==> src/rtl/cv32e40s_obi_responder_if.sv <==
// OBI A/R channel bundle between a core-side requester and the responder.
//   master : drives req/addr/we/be/wdata, receives gnt/rvalid/rdata/err
//   slave  : the inverse (used by cv32e40s_obi_responder)
interface cv32e40s_obi_responder_if #(
  parameter int unsigned ADDR_WIDTH = 32,
  parameter int unsigned DATA_WIDTH = 32
);
  logic                    req;
  logic                    gnt;
  logic [ADDR_WIDTH-1:0]   addr;
  logic                    we;
  logic [DATA_WIDTH/8-1:0] be;
  logic [DATA_WIDTH-1:0]   wdata;
  logic                    rvalid;
  logic [DATA_WIDTH-1:0]   rdata;
  logic                    err;

  modport master (output req, addr, we, be, wdata, input gnt, rvalid, rdata, err);
  modport slave  (input req, addr, we, be, wdata, output gnt, rvalid, rdata, err);
endinterface

==> src/rtl/cv32e40s_obi_responder.sv <==
// OBI responder: grants A-channel requests, forwards in-range accesses to a
// 1-cycle-latency SRAM port, and returns responses in grant order.
// Ports:
//   clk, rst          clock, synchronous active-high reset
//   obi (slave)       OBI A-channel in, R-channel out
//   gnt_stall_i       suppress grant this cycle
//   resp_stall_i      hold off rvalid this cycle
//   mem_*_o           SRAM strobe and controls (pass-through of A-channel)
//   mem_rdata_i       SRAM read data, valid the cycle after mem_req_o
module cv32e40s_obi_responder #(
  parameter int unsigned     ADDR_WIDTH      = 32,
  parameter int unsigned     DATA_WIDTH      = 32,
  parameter int unsigned     MAX_OUTSTANDING = 2,
  parameter longint unsigned MEM_BASE        = 'h0,
  parameter longint unsigned MEM_SIZE        = 'h10000
) (
  input  logic                      clk,
  input  logic                      rst,
  cv32e40s_obi_responder_if.slave   obi,
  input  logic                      gnt_stall_i,
  input  logic                      resp_stall_i,
  output logic                      mem_req_o,
  output logic                      mem_we_o,
  output logic [ADDR_WIDTH-1:0]     mem_addr_o,
  output logic [DATA_WIDTH/8-1:0]   mem_be_o,
  output logic [DATA_WIDTH-1:0]     mem_wdata_o,
  input  logic [DATA_WIDTH-1:0]     mem_rdata_i
);
  localparam int unsigned CNT_W = $clog2(MAX_OUTSTANDING + 1);
  localparam int unsigned PTR_W = (MAX_OUTSTANDING > 1) ? $clog2(MAX_OUTSTANDING) : 1;
  localparam logic [CNT_W-1:0] MAX_CNT  = CNT_W'(MAX_OUTSTANDING);
  localparam logic [PTR_W-1:0] PTR_LAST = PTR_W'(MAX_OUTSTANDING - 1);
  // One extra bit so BASE+SIZE at the top of the address space does not wrap.
  localparam logic [64:0] LO_LIM = 65'(MEM_BASE);
  localparam logic [64:0] HI_LIM = 65'(MEM_BASE) + 65'(MEM_SIZE);

  logic [CNT_W-1:0]      outstanding;
  logic [CNT_W-1:0]      fifo_cnt;
  logic [PTR_W-1:0]      wptr, rptr;
  logic                  stg_vld, stg_err, stg_we;
  logic [DATA_WIDTH-1:0] fifo_rdata [MAX_OUTSTANDING];
  logic                  fifo_err   [MAX_OUTSTANDING];

  logic                  transfer, in_range, push, pop;
  logic [64:0]           addr_ext;
  logic [DATA_WIDTH-1:0] push_rdata;

  function automatic logic [PTR_W-1:0] ptr_inc(input logic [PTR_W-1:0] p);
    return (p == PTR_LAST) ? '0 : p + 1'b1;
  endfunction

  // A-channel / decode
  assign addr_ext = 65'(obi.addr);
  assign in_range = (addr_ext >= LO_LIM) && (addr_ext < HI_LIM);
  // Grant looks only at registered count: a slot freed by this cycle's rvalid
  // is reusable next cycle, never the same one.
  assign obi.gnt  = obi.req & ~gnt_stall_i & (outstanding < MAX_CNT) & ~rst;
  assign transfer = obi.req & obi.gnt;

  assign mem_req_o   = transfer & in_range;
  assign mem_we_o    = obi.we;
  assign mem_addr_o  = obi.addr - ADDR_WIDTH'(MEM_BASE);
  assign mem_be_o    = obi.be;
  assign mem_wdata_o = obi.wdata;

  // Response capture: SRAM data only meaningful for in-range reads.
  assign push       = stg_vld;
  assign push_rdata = (!stg_err && !stg_we) ? mem_rdata_i : '0;

  // R-channel
  assign pop        = (fifo_cnt != '0) & ~resp_stall_i & ~rst;
  assign obi.rvalid = pop;
  assign obi.rdata  = pop ? fifo_rdata[rptr] : '0;
  assign obi.err    = pop ? fifo_err[rptr]   : 1'b0;

  always_ff @(posedge clk) begin
    if (rst) begin
      outstanding <= '0;
      fifo_cnt    <= '0;
      wptr        <= '0;
      rptr        <= '0;
      stg_vld     <= 1'b0;
      stg_err     <= 1'b0;
      stg_we      <= 1'b0;
    end else begin
      // outstanding covers stage + FIFO, so the FIFO can never overflow
      assert (!(push && !pop && fifo_cnt == MAX_CNT));
      stg_vld <= transfer;
      stg_err <= ~in_range;
      stg_we  <= obi.we;
      if (push) wptr <= ptr_inc(wptr);
      if (pop)  rptr <= ptr_inc(rptr);
      case ({push, pop})
        2'b10:   fifo_cnt <= fifo_cnt + 1'b1;
        2'b01:   fifo_cnt <= fifo_cnt - 1'b1;
        default: fifo_cnt <= fifo_cnt;
      endcase
      case ({transfer, pop})
        2'b10:   outstanding <= outstanding + 1'b1;
        2'b01:   outstanding <= outstanding - 1'b1;
        default: outstanding <= outstanding;
      endcase
    end
  end

  // FIFO storage needs no reset: outputs are gated by occupancy.
  always_ff @(posedge clk) begin
    if (!rst && push) begin
      fifo_rdata[wptr] <= push_rdata;
      fifo_err[wptr]   <= stg_err;
    end
  end
endmodule

==> src/flat_wrapper.sv <==
// flat-port wrapper written by rule: the top's interface ports become plain ports
module cv32e40s_obi_responder_flat 
#(
  parameter int unsigned     ADDR_WIDTH      = 32,
  parameter int unsigned     DATA_WIDTH      = 32,
  parameter int unsigned     MAX_OUTSTANDING = 2,
  parameter longint unsigned MEM_BASE        = 'h0,
  parameter longint unsigned MEM_SIZE        = 'h10000
)
  (clk, rst, gnt_stall_i, resp_stall_i, mem_req_o, mem_we_o, mem_addr_o, mem_be_o, mem_wdata_o, mem_rdata_i, obi_req, obi_addr, obi_we, obi_be, obi_wdata, obi_gnt, obi_rvalid, obi_rdata, obi_err);
  cv32e40s_obi_responder_if #(.ADDR_WIDTH(ADDR_WIDTH), .DATA_WIDTH(DATA_WIDTH)) obi_i ();
  input  logic clk;
  input  logic rst;
  input  logic gnt_stall_i;
  input  logic resp_stall_i;
  output logic mem_req_o;
  output logic mem_we_o;
  output logic [ADDR_WIDTH-1:0] mem_addr_o;
  output logic [DATA_WIDTH/8-1:0] mem_be_o;
  output logic [DATA_WIDTH-1:0] mem_wdata_o;
  input  logic [DATA_WIDTH-1:0] mem_rdata_i;
  input wire logic [$bits(obi_i.req)-1:0] obi_req;
  input wire logic [$bits(obi_i.addr)-1:0] obi_addr;
  input wire logic [$bits(obi_i.we)-1:0] obi_we;
  input wire logic [$bits(obi_i.be)-1:0] obi_be;
  input wire logic [$bits(obi_i.wdata)-1:0] obi_wdata;
  output wire logic [$bits(obi_i.gnt)-1:0] obi_gnt;
  output wire logic [$bits(obi_i.rvalid)-1:0] obi_rvalid;
  output wire logic [$bits(obi_i.rdata)-1:0] obi_rdata;
  output wire logic [$bits(obi_i.err)-1:0] obi_err;
  assign obi_i.req = obi_req;
  assign obi_i.addr = obi_addr;
  assign obi_i.we = obi_we;
  assign obi_i.be = obi_be;
  assign obi_i.wdata = obi_wdata;
  assign obi_gnt = obi_i.gnt;
  assign obi_rvalid = obi_i.rvalid;
  assign obi_rdata = obi_i.rdata;
  assign obi_err = obi_i.err;
  cv32e40s_obi_responder #(.ADDR_WIDTH(ADDR_WIDTH), .DATA_WIDTH(DATA_WIDTH), .MAX_OUTSTANDING(MAX_OUTSTANDING), .MEM_BASE(MEM_BASE), .MEM_SIZE(MEM_SIZE)) u_core (.clk(clk), .rst(rst), .obi(obi_i), .gnt_stall_i(gnt_stall_i), .resp_stall_i(resp_stall_i), .mem_req_o(mem_req_o), .mem_we_o(mem_we_o), .mem_addr_o(mem_addr_o), .mem_be_o(mem_be_o), .mem_wdata_o(mem_wdata_o), .mem_rdata_i(mem_rdata_i));
endmodule
==> config.mk <==
export PLATFORM = sky130hd
export DESIGN_NAME = cv32e40s_obi_responder_flat
export DESIGN_NICKNAME = d
export VERILOG_FILES = /design/src/rtl/cv32e40s_obi_responder_if.sv /design/src/rtl/cv32e40s_obi_responder.sv /design/src/flat_wrapper.sv
export SDC_FILE = /design/constraint.sdc
export NUM_CORES = 1
export LEC_CHECK = 0
export ABC_CLOCK_PERIOD_IN_PS = 5200
export BUFFER_PORTS_ARGS = -buffer_cell sky130_fd_sc_hd__clkbuf_2
export CAP_MARGIN = 20
export CORE_MARGIN = 5
export CORE_UTILIZATION = 48
export DETAILED_ROUTE_END_ITERATION = 8
export GPL_TIMING_DRIVEN = 0
export HOLD_SLACK_MARGIN = 0.08
export MAX_ROUTING_LAYER = met4
export PLACE_DENSITY = 0.86
export SLEW_MARGIN = 20
export SYNTH_ARGS = -nofsm -noshare
export SYNTH_HDL_FRONTEND = slang
export SYNTH_SLANG_ARGS = --single-unit
==> constraint.sdc <==
create_clock -name clk -period 5.2 [get_ports clk]
set_clock_uncertainty 0.2 [all_clocks]
set_input_delay 0.26 -clock clk [delete_from_list [all_inputs] [get_ports clk]]
set_output_delay 0.26 -clock clk [all_outputs]
set_load 0.05 [all_outputs]
==> Word level (Yosys, flattened, before mapping) <==
Memories as Yosys holds them, arrays and structs flattened. A register that Yosys moved wholly into a read port is not among the register bits.
Index checks and enable logic that the tools add are counted.
{ "word_totals": {"register_bits": 9, "ramBits": 66, "out_inout_bits": 105, "wordCells": 55, "memories": 2} }
{ "op_classes": {"addsub": 6, "magnitude_cmp": 3, "eq_ne": 4, "n_mux": 13, "n_bitwise": 11, "n_reduce_logical": 9} }
{ "memory_table": {"columns": ["memory", "depth", "width", "read_ports", "rd_ports_with_merged_regs", "write_ports", "line_no", "rtl"], "rows": [
  ["u_core.fifo_rdata", 2, 32, 1, 1, 1, "cv32e40s_obi_responder.sv:41", "logic [DATA_WIDTH-1:0] fifo_rdata [MAX_OUTSTANDING];"],
  ["u_core.fifo_err", 2, 1, 1, 1, 1, "cv32e40s_obi_responder.sv:42", "logic fifo_err [MAX_OUTSTANDING];"]
]} }
{ "op_table": {"columns": ["cell", "count"], "rows": [
  ["32-bit 2-to-1 mux", 2],
  ["32-bit by 1-bit greater-or-equal comparator with 1-bit output, second input constant", 1],
  ["32-bit by 17-bit less-than comparator with 1-bit output, second input constant", 1],
  ["1-bit 2-to-1 mux", 9],
  ["2-bit case mux with 2 select lines", 2],
  ["1-bit bitwise AND", 7],
  ["2-bit nonzero test", 3],
  ["2-bit by 1-bit adder with 2-bit output, second input constant", 2],
  ["2-bit by 1-bit == test with 1-bit output, second input constant", 2],
  ["2-bit == test, second input constant", 2],
  ["1-bit NOT", 4],
  ["2-bit by 1-bit subtractor with 2-bit output, second input constant", 2],
  ["1-bit logical AND", 3],
  ["1-bit zero test", 3],
  ["1-bit adder, second input constant", 2],
  ["2-bit less-than comparator, second input constant", 1]
]} }

==> Depth between registers and ports, before layout <==
{ "depth": {"depth_word": 7, "depth_mapped": 9} }

==> Worst setup path after synthesis <==
Ideal clock, no wire load.
{ "synth_timing": {"path_type": "input to register", "start": "input port rst", "end": "memory u_core.fifo_err[1] (enable)", "setup_ns": 0.471, "arrival_ns": 2.951, "setup_slack_ns": 1.578, "cell_stages": 2, "n_path_buf": 1, "cell_sequence": "clkbuf_1 > nor3b_1"} }
{ "synth_between": {"elab_chain_cells": 4} }
{ "synth_lines": {"columns": ["element", "line_no", "rtl"], "rows": [
  ["start, declared", "flat_wrapper.sv:13", "input logic rst;"],
  ["1-bit zero test", "cv32e40s_obi_responder.sv:108", "if (!rst && push) begin"],
  ["1-bit logical AND", "cv32e40s_obi_responder.sv:108", null],
  ["1-bit 2-to-1 mux", "cv32e40s_obi_responder.sv:108", null],
  ["1-bit 2-to-1 mux (not written as such)", "cv32e40s_obi_responder.sv:110", "fifo_err[wptr] <= stg_err;"],
  ["end, declared", "cv32e40s_obi_responder.sv:42", null]
]} }
No other way between the ends.

==> Final worst setup path <==
{ "layout_timing": {"start": "input port rst", "end": "memory u_core.fifo_rdata[1][11] (enable)"} }
{ "layout_between": {"elab_chain_cells": 4} }
{ "layout_lines": {"columns": ["element", "line_no", "rtl"], "rows": [
  ["1-bit zero test", "cv32e40s_obi_responder.sv:108", null],
  ["1-bit logical AND", "cv32e40s_obi_responder.sv:108", null],
  ["1-bit 2-to-1 mux", "cv32e40s_obi_responder.sv:108", null],
  ["1-bit 2-to-1 mux (not written as such)", "cv32e40s_obi_responder.sv:109", "fifo_rdata[wptr] <= push_rdata;"],
  ["end, declared", "cv32e40s_obi_responder.sv:41", null]
]} }
No other way between the ends.

==> results.toml <==
[clock_network]
post_cts_resized = 0
clock-sinks = 76
cts.clk_slew.worst_paths_ps = 70
cts_tree = "built"
clock_latency_late_sink_ps = 340
cts_max_level = 3
post-cts-setup-buffers = 0
cts_max_path_buffers = 2
cts_inserted_buffers = 9
cts-root-buf = "sky130_fd_sc_hd__clkbuf_8"
hold_buffers = 36

[sta]
finalSetupViolations = 0
fmax_mhz = 415.6
timing.max_slew.rel_slack_pct = 59.61
rsz0062_at_grt = "false"
report.final.hold_viol_count = 0
timing.setup.tns_ps = 0
timing_max_transition_violations_final = 0
tightestPinTransition_ps = 602.6
final_period_minus_worst_setup_slack_ps = 2406
fin_crit_sh_pct = 46.27

[finish]
multi_input_area_um2 = 888.4
fillerInstances = 561
layout.area.seq_um2 = 2182
layout.cells.most_common = "sky130_fd_sc_hd__clkbuf_2"
final_core_util_pct = 69.01
drive_above_1_share_pct = 51.38
layout.nets = 611
fin_cells = 611
layout.cells.most_common_list = "sky130_fd_sc_hd__clkbuf_2 (158), sky130_fd_sc_hd__buf_4 (75), sky130_fd_sc_hd__edfxtp_1 (66)"
areaGrowthSynthToFinish_pct = 42.92

[power_and_ir_drop]
irDropWorstVdd_v = 0.0001848
p_per_area_nw_per_um2 = 293.3
leakagePower_uw = 0.002335
total_power_uw = 1540

[grt]
grt_antenna_before_repair = 1
grt_max_degree = 14
grt_remaining_overflow = 0
grt_pass1_wl_um = 14770
grt_pass1_vias = 3082
globalRouteTotalUtil_pct = 20.19

[floorplanning]
die_area_um2 = 9502
dieHeight_um = 97.48
chipWidth_um = 97.48
ioPinCount = 211
start_util_pct = 48.29
core-area_um2 = 7607
std_cell_rows = 32

[worst_setup_path]
critical_path.endpoint_type = "flip-flop"
critPathArrivalTime_ps = 2250
worstPathMaxFanout = 10
critPathRequiredTime_ps = 5040
timing.critical_path.from_type = "input port"
worst-setup-path-type = "in -> reg"

[detailed_routing]
routed_vias = 2811
routed_wirelength_normalized_by_instance_count_um = 15.53
route.antenna.remaining_nets = 0
first_iter_violations = 85
remaining_drc_errors = 0
route.detailed.vias_per_inst = 4.601
drtPass1Iterations = 4
routed_wirelength_um = 9488

[logic_synthesis]
synth_cell_type_count = 26
synth_area_leaders = "sky130_fd_sc_hd__edfxtp_1 (54%), sky130_fd_sc_hd__buf_4 (14%), sky130_fd_sc_hd__mux2i_1 (9.0%)"
mappedNetlistArea_um2 = 3674
synth.net_count = 400
synth_largest_area_cell = "sky130_fd_sc_hd__edfxtp_1"
yosys_warnings = 0
yosys.area.top_type_share_pct = 53.95
synth_seq_cells = 76
synth_area_per_cell_um2 = 12.58
netlist_instances = 292
yosysSeqAreaShare_pct = 59.40

[place]
gp_congestion = 0.7660
dpl.cell_count = 558
port_buffers = 158
dpl.hpwl_um = 6886

[job]
drv.max_cap_violation_count = 0

[min_path]
hold_path.class = "in -> reg"

[status]
status = "completed"
[cells by family after synthesis]
kind of cell / share of synthesized area (%)
buffers and inverters: 16.69
and+or+nand+nor: 12.06
DFF: 59.40
muxes: 8.992
xor gates and xnor gates: 1.431
AOI/OAI and AO/OA: 0.7494
adders and majority gates: 0.6811
[power by group]
| group | total, uW | switching (uW) | internal [uW] |
|---|---|---|---|
| logic | 327 | 205 | 122 |
| registers | 679 | 5.23 | 674 |
| clock network | 534 | 215 | 319 |
[layout make-up]
| cell class | instances | area share [%] |
|---|---|---|
| Multi-Input combinational cell | 131 | 16.92 |
| Sequential cell | 76 | 41.56 |
| Tap cell | 102 | 2.431 |
| Inverter | 4 | 0.2860 |
| Timing Repair Buffer | 200 | 22.78 |
| Antenna cell | 1 | 0.04766 |
| Clock inverter | 6 | 2.145 |
| Buffer | 81 | 11.39 |
| Clock buffer | 10 | 2.431 |
[layer usage]
metal,part of all wire (%),routed length (um),track usage (%)
met1,35,3313,19.62
met2,56,5287,38.59
met3,7.4,700,5.312
met4,2.0,187,6.390
met5,0,0,-
[sequential cells by signal, indices dropped and copies added (netlist names), named ones only]
signal,flops
u_core.outstanding,2
u_core.wptr,1
u_core.fifo_rdata,64
u_core.stg_we,1
u_core.rptr,1
u_core.fifo_cnt,2
u_core.push,1
u_core.fifo_err,2
u_core.stg_err,1
[worst paths after layout]
| path | startpoint | endpoint | slack (ps) | cells after the start |
|---|---|---|---|---|
| hold reg to reg | u_core.stg_err | u_core.fifo_err[1] | 280 | 0 |
| setup / recovery | rst | u_core.fifo_rdata[1][11] | 2790 | 6 |
| hold / removal | obi_addr[29] | u_core.stg_err | 120 | 4 |
| setup reg to reg | u_core.fifo_cnt[0] | u_core.outstanding[1] | 2900 | 8 |
[per-stage QoR]
stage	worst slack, ps	hold WS, ps	area [um^2]
after floorplan	1578	131.6	3674
after global placement	114.5	240.5	4592
after detailed placement	2874	264.6	4647
after CTS	2757	103.4	5248
after global routing	2638	134.4	5250
final	2794	116.0	5250
[critical path, cell delays in order]
cell	delay, ps
sky130_fd_sc_hd__dlygate4sd3_1	530
sky130_fd_sc_hd__clkbuf_2	140
sky130_fd_sc_hd__clkbuf_1	240
sky130_fd_sc_hd__nor3b_2	560
sky130_fd_sc_hd__buf_4	300
sky130_fd_sc_hd__buf_4	210
[synth_stat cells (all sizes together)]
master,instances
a21oi,2
and2,32
buf,77
clkbuf,4
dfxtp,10
edfxtp,66
ha,2
inv,4
mux2i,33
nand4,1
nor2,40
nor2b,2
nor3,1
nor3b,1
nor4,4
o21ai,2
o21bai,1
or2,1
or3,2
or4b,1
xnor2,3
xor2,3
No activity file was read; power rests on OpenSTA's default activity.
